==> src/rtl/nabp_image_stream_sink.sv <==
// nabp_image_stream_sink
//   Receiving end of the image-RAM write stream produced by the NABP image
//   addresser. Accepted beats go into a small FIFO, and the head of the FIFO
//   is committed to the internal image RAM once per cycle. The source is
//   throttled through a registered ir_enable. A pulse reports when a frame
//   has been fully committed. A host read port gives access to the image
//   whenever no frame is being received.
//
// Ports
//   clk        : clock, all logic on the rising edge
//   reset_n    : asynchronous reset, active-high (despite the name)
//   ir_kick    : beat valid strobe from the addresser
//   ir_addr    : beat write address
//   ir_val     : beat write data
//   ir_done    : end-of-frame pulse
//   ir_enable  : registered "sink can accept a beat this cycle"
//   frame_done : one-cycle pulse, frame fully committed to RAM
//   err_drop   : sticky, a beat was dropped; cleared when the next frame starts
//   beat_count : beats committed in the current/last frame (saturating)
//   rd_en      : host read request
//   rd_addr    : host read address
//   rd_data    : host read data, one cycle after rd_en
//   rd_valid   : rd_data valid strobe
module nabp_image_stream_sink #(
  parameter int DATA_WIDTH = 16,
  parameter int ADDR_WIDTH = 6,
  parameter int FIFO_DEPTH = 4
) (
  input  logic                  clk,
  input  logic                  reset_n,
  input  logic                  ir_kick,
  input  logic [ADDR_WIDTH-1:0] ir_addr,
  input  logic [DATA_WIDTH-1:0] ir_val,
  input  logic                  ir_done,
  output logic                  ir_enable,
  output logic                  frame_done,
  output logic                  err_drop,
  output logic [ADDR_WIDTH:0]   beat_count,
  input  logic                  rd_en,
  input  logic [ADDR_WIDTH-1:0] rd_addr,
  output logic [DATA_WIDTH-1:0] rd_data,
  output logic                  rd_valid
);

  localparam int PTR_W = $clog2(FIFO_DEPTH);
  localparam int CNT_W = PTR_W + 1;
  localparam logic [CNT_W-1:0] FULL_COUNT = CNT_W'(FIFO_DEPTH);
  localparam logic [CNT_W-1:0] SKID_LIMIT = CNT_W'(FIFO_DEPTH - 2);
  localparam logic [ADDR_WIDTH:0] BEAT_MAX = {1'b1, {ADDR_WIDTH{1'b0}}};

  typedef enum logic [1:0] {IDLE, RECV, DRAIN, DONE} state_t;

  state_t state;
  state_t state_next;

  logic [ADDR_WIDTH-1:0] fifo_addr [FIFO_DEPTH];
  logic [DATA_WIDTH-1:0] fifo_val  [FIFO_DEPTH];
  logic [PTR_W-1:0]      wr_ptr;
  logic [PTR_W-1:0]      rd_ptr;
  logic [CNT_W-1:0]      count;
  logic [CNT_W-1:0]      count_next;

  logic [DATA_WIDTH-1:0] ram [2**ADDR_WIDTH];

  logic accept_state;
  logic push;
  logic pop;
  logic drop;
  logic frame_start;
  logic host_ok;

  // A beat is only taken when the registered enable was high in an accepting
  // state. The extra full check only guards against a misbehaving source.
  // Any other kick is a drop. A frame starts on the first kick or done seen
  // in IDLE, even one that is dropped.
  always_comb begin
    accept_state = (state == IDLE) || (state == RECV);
    push         = ir_kick && ir_enable && accept_state && (count != FULL_COUNT);
    pop          = (count != '0);
    drop         = ir_kick && !push;
    frame_start  = (state == IDLE) && (ir_kick || ir_done);
    host_ok      = (state == IDLE) || (state == DONE);
    count_next   = count + CNT_W'(push) - CNT_W'(pop);
  end

  // State register
  always_ff @(posedge clk or posedge reset_n) begin
    if (reset_n) state <= IDLE;
    else         state <= state_next;
  end

  // Next-state logic. DRAIN waits until the FIFO is empty. The pop that
  // empties it writes the RAM on the same edge, so no write is outstanding
  // once the count reads zero.
  always_comb begin
    state_next = state;
    case (state)
      IDLE: begin
        if (ir_done)      state_next = DRAIN;
        else if (ir_kick) state_next = RECV;
      end
      RECV:  if (ir_done) state_next = DRAIN;
      DRAIN: if (count == '0) state_next = DONE;
      DONE:  state_next = IDLE;
      default: state_next = IDLE;
    endcase
  end

  // Output logic
  always_comb begin
    frame_done = (state == DONE);
  end

  // The enable is looked ahead one cycle. The limit leaves one free slot for
  // the beat the source may still present while it reacts to a deassert.
  always_ff @(posedge clk or posedge reset_n) begin
    if (reset_n) ir_enable <= 1'b0;
    else         ir_enable <= ((state_next == IDLE) || (state_next == RECV)) &&
                              (count_next <= SKID_LIMIT);
  end

  // FIFO pointers and occupancy. Pointers wrap naturally at the power-of-two depth.
  always_ff @(posedge clk or posedge reset_n) begin
    if (reset_n) begin
      wr_ptr <= '0;
      rd_ptr <= '0;
      count  <= '0;
    end else begin
      if (push) wr_ptr <= wr_ptr + 1'b1;
      if (pop)  rd_ptr <= rd_ptr + 1'b1;
      count <= count_next;
    end
  end

  // FIFO payload storage, no reset needed
  always_ff @(posedge clk) begin
    if (push) begin
      fifo_addr[wr_ptr] <= ir_addr;
      fifo_val[wr_ptr]  <= ir_val;
    end
  end

  // Image RAM commit. The RAM has no reset. After a reset the count is zero,
  // so anything still queued is never written.
  always_ff @(posedge clk) begin
    if (pop) ram[fifo_addr[rd_ptr]] <= fifo_val[rd_ptr];
  end

  // Frame status. err_drop is reloaded at frame start rather than simply
  // cleared. A frame opened by a dropped kick therefore still reports the drop.
  always_ff @(posedge clk or posedge reset_n) begin
    if (reset_n) begin
      err_drop   <= 1'b0;
      beat_count <= '0;
    end else begin
      if (frame_start) err_drop <= drop;
      else if (drop)   err_drop <= 1'b1;

      if (frame_start)                        beat_count <= '0;
      else if (pop && (beat_count != BEAT_MAX)) beat_count <= beat_count + 1'b1;
    end
  end

  // Host read port, only served outside reception. A commit on the same edge
  // is not visible, so the old word is returned.
  always_ff @(posedge clk or posedge reset_n) begin
    if (reset_n) begin
      rd_data  <= '0;
      rd_valid <= 1'b0;
    end else begin
      rd_valid <= rd_en && host_ok;
      if (rd_en && host_ok) rd_data <= ram[rd_addr];
    end
  end

endmodule

==> config.mk <==
export PLATFORM = sky130hd
export DESIGN_NAME = nabp_image_stream_sink
export DESIGN_NICKNAME = d
export VERILOG_FILES = /design/src/rtl/nabp_image_stream_sink.sv
export SDC_FILE = /design/constraint.sdc
export NUM_CORES = 1
export LEC_CHECK = 0
export ABC_AREA = 1
export BUFFER_PORTS_ARGS = -buffer_cell sky130_fd_sc_hd__buf_4
export CORE_AREA = 2 2 276 346
export CTS_CLUSTER_SIZE = 12
export DETAILED_ROUTE_END_ITERATION = 16
export DIE_AREA = 0 0 278 348
export HOLD_SLACK_MARGIN = 0.15
export PLACE_DENSITY_LB_ADDON = 0.2
export RECOVER_POWER = 25
export SLEW_MARGIN = 10
export SYNTH_ARGS = -nofsm -noshare
export SYNTH_HDL_FRONTEND = slang
export SYNTH_SLANG_ARGS = --single-unit
==> constraint.sdc <==
create_clock -name clk -period 4.6 [get_ports clk]
set_input_delay 0.92 -clock clk [delete_from_list [all_inputs] [get_ports clk]]
set_output_delay 0.92 -clock clk [all_outputs]
set_load 0.02 [all_outputs]
; ---- Yosys cells after proc, flatten, opt, wreduce, memory -nomap -nowiden
; Memory sizes are Yosys's and may differ from the RTL's. A register that Yosys moved wholly into a read port is not among the register bits.
; Index checks and enable logic that the tools add are counted.
[word_totals]
ramBits = 1112
register_bits = 19
output_inout_bits = 27
memories = 3
in_bits = 33
[classes]
addsub = 5
eq_ne = 6
reduce_logical = 19
order_cmp = 1
n_mux = 13
[memory_table]
columns = memory, words, width, read_ports, rd_ports_with_merged_regs, write_ports, line_no
row1 = ram, 64, 16, 1, 1, 1, 63  ; logic [DATA_WIDTH-1:0] ram [2**ADDR_WIDTH];
row2 = fifo_val, 4, 16, 1, 0, 1, 57  ; logic [DATA_WIDTH-1:0] fifo_val [FIFO_DEPTH];
row3 = fifo_addr, 4, 6, 1, 0, 1, 56  ; logic [ADDR_WIDTH-1:0] fifo_addr [FIFO_DEPTH];
[ops]
columns = operator, n
row1 = 7-bit two-way mux, 2
row2 = 1-bit logical AND, 8
row3 = 2-bit two-way mux, 4
row4 = 2-bit one-hot mux with 4 select lines, 1
row5 = "7-bit by 1-bit adder with 7-bit output, second input constant", 1
row6 = "7-bit inequality test, second input constant", 1
row7 = 1-bit two-way mux, 6
row8 = "2-bit by 1-bit adder with 2-bit output, second input constant", 2
row9 = "2-bit by 1-bit == test with 1-bit output, second input constant", 2
row10 = "2-bit == test, second input constant", 2
row11 = 2-bit logical NOT, 2
row12 = 1-bit logical OR, 4
row13 = 2-bit nonzero test, 2
row14 = 3-bit by 1-bit adder with 3-bit output, 1
row15 = "3-bit by 2-bit less-or-equal comparator with 1-bit output, second input constant", 1
row16 = 3-bit logical NOT, 1
row17 = "3-bit inequality test, second input constant", 1
row18 = 3-bit nonzero test, 1
row19 = 3-bit by 1-bit subtractor with 3-bit output, 1
row20 = 1-bit logical NOT, 1

; ---- Depth between registers and ports, before layout
; Gate-level depths: netlist of the first run.
[depth]
depth_word = 8
mapped_depth = 14
ltp_nobuf = 12

; ---- Least setup slack after synthesis of the first run
; OpenSTA, ideal clock, no wires.
[synth_path]
path_kind = flip-flop to flip-flop
start = register rd_ptr[1]
end = memory ram[0][14] (data pin)
slack_ns = 1.206
stages_incl_launch_ff = 6
arrival_ns = 2.841
synth_period_minus_slack_ns = 3.394
cell_sequence = dfrtp_1 > inv_2 > buf_6 > clkbuf_1 > o21ai_0 > o22ai_1
[synth_via]
elab_chain_cells = 1
[synth_rtl]
columns = item, line_no
row1 = "start, declared", 59  ; logic [PTR_W-1:0] rd_ptr;
row2 = "start signal, assigned", 130  ; if (pop) rd_ptr <= rd_ptr + 1'b1;
row3 = memory 4 x 16 bit, n/a
row4 = "end, declared", 63
; No other way between the ends.

; ---- Worst setup path in the final report of the first run
[layout_path]
start = register state[0]
end = register rd_data[12] (read register of ram)
[layout_via]
elab_chain_cells = 3
word_cells_on_any_way = 4
[layout_rtl]
columns = item, line_no
row1 = "start, declared", 53  ; state_t state;
row2 = "start signal, assigned", 89  ; else state <= state_next;
row3 = 2-bit == test or 2-bit logical NOT (tied branches), 82  ; host_ok = (state == IDLE) || (state == DONE);
row4 = 1-bit logical OR *, 82
row5 = 1-bit logical AND *, 172  ; if (rd_en && host_ok) rd_data <= ram[rd_addr];
row6 = "end, declared", 41  ; output logic [DATA_WIDTH-1:0] rd_data,
; Mark *: on every way between the ends. The rest lies on a longest branch, timed or not.
; A chain may end at the register's enable or synchronous reset.

==> impl_metrics.tcl, run 1 <==
set metrics [dict create \
    syn_area_um2 46500 \
    synth_seq_cells 1147 \
    hold_buffers 0 \
    first_pass_iters 7 \
    cts_buffers 113 \
    rsz0062_at_grt "false" \
    dp_cells 5017 \
    final-instance-count-excl-fill 5216 \
    hpwl_um 66200 \
    clock_skew_ps 29.2 \
    worst_slew_pin_slew_ps 1970 \
    antenna_found_initial 1 \
    critPathBufInv 3 \
    routedWlPerCell_um 23.3 \
    synth_area_leaders "edfxtp_1, nand2_1, nand3_1" \
    p_leak_nw 18.3 \
    synth-simple-area-share_pct 21.4 \
    clk-insertion-delay-late_ps 700 \
    synth_warnings 0 \
    crit_path_cell_trace "inv_1 > ha_1 > nor2_2 > clkbuf_1 > inv_1 > nand2_1 > nand2_1" \
    cts.sinks 1147 \
    synth_fp_nets 3901 \
    ys_types 34 \
    min_period_ps 3610 \
    slowest_delay_ps 1160 \
    dr.first_iter.drc_count 2987 \
    p_per_area_nw_per_um2 574 \
    io_buffers 59 \
    fin_util_pct 55.0 \
    grt_max_degree 164 \
    grt_pass1_wl_um 183000 \
    synth_largest_area_cell "edfxtp_1" \
    final_cell_area_um2 51600 \
    num_rows 126 \
    htreeDepth 3 \
    core_um2 93800 \
    setup_viol 0 \
    cp-end-kind "flop" \
    async_flop_share_pct 3.05 \
    hp-class "input port to flop" \
    cts_tree "done" \
    crit_required_ps 5170 \
    crit_path_top_delay_cell "clkbuf_1" \
    num_antenna_cells 0 \
    start_util_pct 49.6 \
    vias 29961 \
    critPathTopFamily "buffers and inverters" \
    nets 3962 \
    cts_setup_buffers 0 \
    syn_avg_cell_area_um2 12.1 \
    finalHoldViolCount 0 \
    clk_pin_slew_ps 60 \
    crit_fanout 18 \
    place_area_um2 48500 \
    drive_above_1_share_pct 7.90 \
    final.setup.tns_ps 0 \
    status "complete, but fails checks" \
    dieHeight_um 348 \
    synth.area.mux_share_pct 0 \
    drv_slew 509 \
    violations "max-capacitance violations, max-slew violations" \
    yosysSeqAreaShare_pct 73.7 \
    cts_resized 0 \
    drv_cap 10 \
    synthTopCellsByCount "nand2_1, edfxtp_1, nand3_1, buf_2, nor2_1" \
    post_synth_xor_area_fraction_pct 0.0754 \
    remaining_drc_errors 0 \
    fp.dieW_um 278 \
    routabilityCongestion 0.848 \
    fin_crit_sh_pct 78.4 \
    finalPower_mw 29.6 \
    synth_compound_area_share_pct 1.04 \
    grt_pass1_vias 29292 \
    synth_top_area_share_pct 71.8 \
    synth_top_family_by_area "simple AND/OR/NAND/NOR gates" \
    antenna_left 0 \
    routed_wl_um 122000 \
    synth-adder-area-share_pct 0.366 \
    timing.fmax_mhz 277 \
    pin_count 60 \
    ir_worst_vdd_mv 0.539 \
    vias_per_cell 5.74 \
    synth-main-ff-cell "edfxtp_1" \
    startpoint_type "flop" \
    syn_inst 3855 \
    cp.arrival_ps 4180 \
    grt-ovfl-total 0 \
    synth_edf_count 1112 \
    grt_usage_pct 25.2 \
    max_slew_margin_pct -31.6 \
    cts_buffer_depth 3 \
    cts-root-buf "clkbuf_16" \
    area_delta_synth_final_pct 11.0 \
    dieArea_um2 96700 \
    synth.most_common_cell "nand2_1" \
    crit_type "flop to flop" \
]
==> registers in the layout, indices dropped and copies added (netlist names) <==
register,count
ir_enable,1
fifo_addr,24
wr_ptr,2
err_drop,1
fifo_val,64
ram,1024
rd_data,16
rd_valid,1
beat_count,7
rd_ptr,2
count,3
state,2
==> worst paths after layout <==
check / start / end / slack, ps / cells after the start
max: state[0] / rd_data[12] / 990 / 7
min: ir_kick / err_drop / 470 / 2
max reg2reg: state[0] / rd_data[12] / 990 / 7
min reg2reg: rd_data[9] / rd_data[9] / 510 / 2
max in group asynchronous: reset_n / rd_valid / 2550 / 2
min in group asynchronous: reset_n / beat_count[1] / 850 / 2
==> cell type report <==
cell class              count  area (um^2)
repair buffers            182         1390
fillers                  7722        42200
flip-flops and latches   1147        34300
well taps                1216         1520
multi-input cells        2423        10900
clock inverters            26          214
inverters                  49          210
clock buffers             173         3120
==> kinds of logic after synthesis <==
| logic type | count (synthesis) |
|---|---|
| AOI/OAI and AO/OA | 79 |
| adders and majority gates | 13 |
| buffers and inverters | 285 |
| xor gates and xnor gates | 4 |
| and+or+nand+nor | 2327 |
| DFF | 1147 |
==> worst register-to-register path, delay by kind of cell (launching register included) <==
family	cells	cell delay, ps
adders and majority gates	1	360
buffers and inverters	3	2260
DFF	1	410
and+or+nand+nor	3	460
==> per-stage QoR <==
stage,hold slack (ps),worst slack [ps]
2_1_floorplan,545,1210
3_3_place_gp,509,1270
3_5_place_dp,501,1250
4_1_cts,380,1560
5_1_grt,471,803
6_report,474,994
==> power by group <==
part | total (mW) | internal (mW) | switching, mW
Sequential | 14.9 | 14.6 | 0.309
Clock | 8.53 | 4.76 | 3.77
Combinational | 6.16 | 1.09 | 5.07
Total | 29.6 | 20.5 | 9.15
==> cells in the final DEF (no fill, tap or decap), drive strengths merged <==
cell type | netlist | final
fa | 1 | 1
clkbuf | 27 | 238
o21ai | 43 | 43
buf | 209 | 117
a22o | 1 | 1
nor2 | 121 | 121
a31o | 1 | 1
nor3 | 6 | 6
a211oi | 1 | 1
nand2 | 1262 | 1262
or2 | 2 | 2
a32oi | 5 | 5
a21oi | 11 | 11
o22ai | 17 | 17
dfrtp | 35 | 35
bufinv | 0 | 2
ha | 12 | 12
edfxtp | 1112 | 1112
xor2 | 4 | 4
clkinvlp | 0 | 1
nand3 | 936 | 936
clkinv | 0 | 19
inv | 49 | 53
==> layer usage <==
metal  GRT usage [%]  wire (um)
met2            42.4      60200
met5               0          7
met3            2.82       8450
met4            9.58       4120
met1            33.9      48900
Power figures use the tool's default switching activity.
==> run 2, diff against run 1 <==
clock period = 3.4 ns   (was 4.6 ns; I/O delays follow)
==> run 2 against run 1 <==
- the run still ends with max-capacitance violations, max-slew violations left
- design area up 0.38%
- largest power group unchanged
- first-iteration DRC count down 1.1%
- count of clock-buffer cells in the layout down 3
- core utilization up 0.21 points
- largest cell class unchanged
- critical path depth down 1
- via count down 0.78%
- register-to-register slack worse by 460 ps
- die area unchanged
- clock power up 32%
- setup slack worse by 460 ps
- total power up 34%
==> impl_metrics.tcl, run 2 (synthesized netlist as in run 1, its figures left out) <==
set metrics [dict create \
    max_slew_margin_pct -21.1 \
    hold_buffers 0 \
    crit_type "flop to flop" \
    setup_viol 0 \
    crit_path_top_delay_cell "clkbuf_1" \
    final-instance-count-excl-fill 5232 \
    crit_fanout 16 \
    routabilityCongestion 0.852 \
    routedWlPerCell_um 23.0 \
    hp-class "input port to flop" \
    start_util_pct 49.6 \
    cts_tree "done" \
    fin_crit_sh_pct 84.2 \
    rr_worst_depth 6 \
    drv_slew 166 \
    clk-insertion-delay-late_ps 690 \
    grt_util_met1_pct 33.4 \
    core_um2 93800 \
    slowest_delay_ps 840 \
    cts-root-buf "clkbuf_16" \
    startpoint "count[1]" \
    first_pass_iters 8 \
    busiest_layer "met2" \
    grt_pass1_wl_um 180000 \
    grt_pass1_vias 28628 \
    rsz0062_at_grt "false" \
    timing.fmax_mhz 349 \
    crit_path_cell_trace "nor2_1 > nand2_2 > clkbuf_1 > nand2_1 > nor2_1 > buf_4" \
    startpoint_type "flop" \
    cp.arrival_ps 3200 \
    ir_worst_vdd_mv 0.837 \
    violations "max-capacitance violations, max-slew violations" \
    critPathBufInv 2 \
    final_cell_mix "nand2_1, edfxtp_1, nand3_1" \
    crit_cells 6 \
    vias 29726 \
    cts_resized 0 \
    worst_slew_pin_slew_ps 1820 \
    crit_end "ram[18][11]" \
    dp_cells 5045 \
    use_met2_pct 41.4 \
    vias_per_cell 5.68 \
    critPathTopFamily "buffers and inverters" \
    antenna_found_initial 1 \
    min_period_ps 2860 \
    final_common_cell "nand2_1" \
    final.setup.tns_ps 0 \
    clk_pin_slew_ps 60 \
    remaining_drc_errors 0 \
    gr-usage-met3_pct 3.00 \
    grt_usage_pct 24.8 \
    cp_common_cell "nor2_1" \
    drv_cap 4 \
    cts_setup_buffers 0 \
    crit_required_ps 3740 \
    grt-ovfl-total 0 \
    p_per_area_nw_per_um2 768 \
    dieArea_um2 96700 \
    antenna_left 0 \
    status "complete, but fails checks" \
    cp-end-kind "flop" \
    r2r_slack_ps 540 \
    fp.dieW_um 278 \
    dr.first_iter.drc_count 2955 \
    htreeDepth 3 \
    dieHeight_um 348 \
    grt_max_degree 90 \
    n_fill_cell 7634 \
    nets 3988 \
    largest_register_ffs 1024 \
    num_antenna_cells 0 \
    p_leak_nw 18.4 \
    cts.sinks 1147 \
    hpwl_um 67900 \
    num_rows 126 \
    routed_wl_um 120000 \
    worstReg2RegStart "count[1]" \
    finalHoldViolCount 0 \
    r2r-end "ram[18][11]" \
    area_delta_synth_final_pct 11.5 \
    finalPower_mw 39.8 \
    clock_skew_ps 31.3 \
    cts_buffers 111 \
    io_buffers 59 \
    drive_above_1_share_pct 8.54 \
    pin_count 60 \
    cts_buffer_depth 3 \
]
-- run 2: cell count changes in the layout (fill, tap and decap cells not counted), moves of 3 or more --
cell	delta
buf_4	+27
clkbuf_2	-3
clkbuf_1	-3
clkinv_1	-5
buf_12	+4
-- run 2: worst min path at each step --
stage,slack (ps),from,cells after the start,to
5_1_grt,250,ir_val[14],1,fifo_val[1][14]
2_1_floorplan,550,state[0],1,state[1]
4_1_cts,160,ir_val[14],1,fifo_val[3][14]
3_5_place_dp,490,rd_data[7],2,rd_data[7]
3_3_place_gp,490,rd_data[7],2,rd_data[7]
6_report,250,ir_val[14],1,fifo_val[1][14]
-- run 2: routing by layer --
layer	part of all wire [%]	routed length, um
met5	0.0091	11
met4	3.1	3780
met3	6.7	8080
met2	49	59400
met1	41	49200
-- run 2: report_power, final --
part	total, mW	internal, mW	switching (mW)
Clock	11.3	6.33	4.98
Sequential	20.2	19.7	0.455
Combinational	8.32	1.58	6.74
-- run 2: per-stage QoR --
stage               utilization (%)  hold WS [ps]  cell area (um^2)  setup WS (ps)
finish                         55.2           247             51800            538
global placement               52.0           488             48800            556
CTS                            55.5           161             52000            743
global route                   55.2           249             51800            296
floorplan                         -           545             46500           6.25
detailed placement             52.0           485             48800            562
-- run 2: layout make-up --
class,instances,area [um^2],area share (%)
clock buffers,170,3120,6.03
clock inverters,17,120,0.232
inverters,49,210,0.406
multi-input cells,2423,10900,21.1
flip-flops and latches,1147,34300,66.1
well taps,1216,1520,2.94
repair buffers,210,1650,3.18
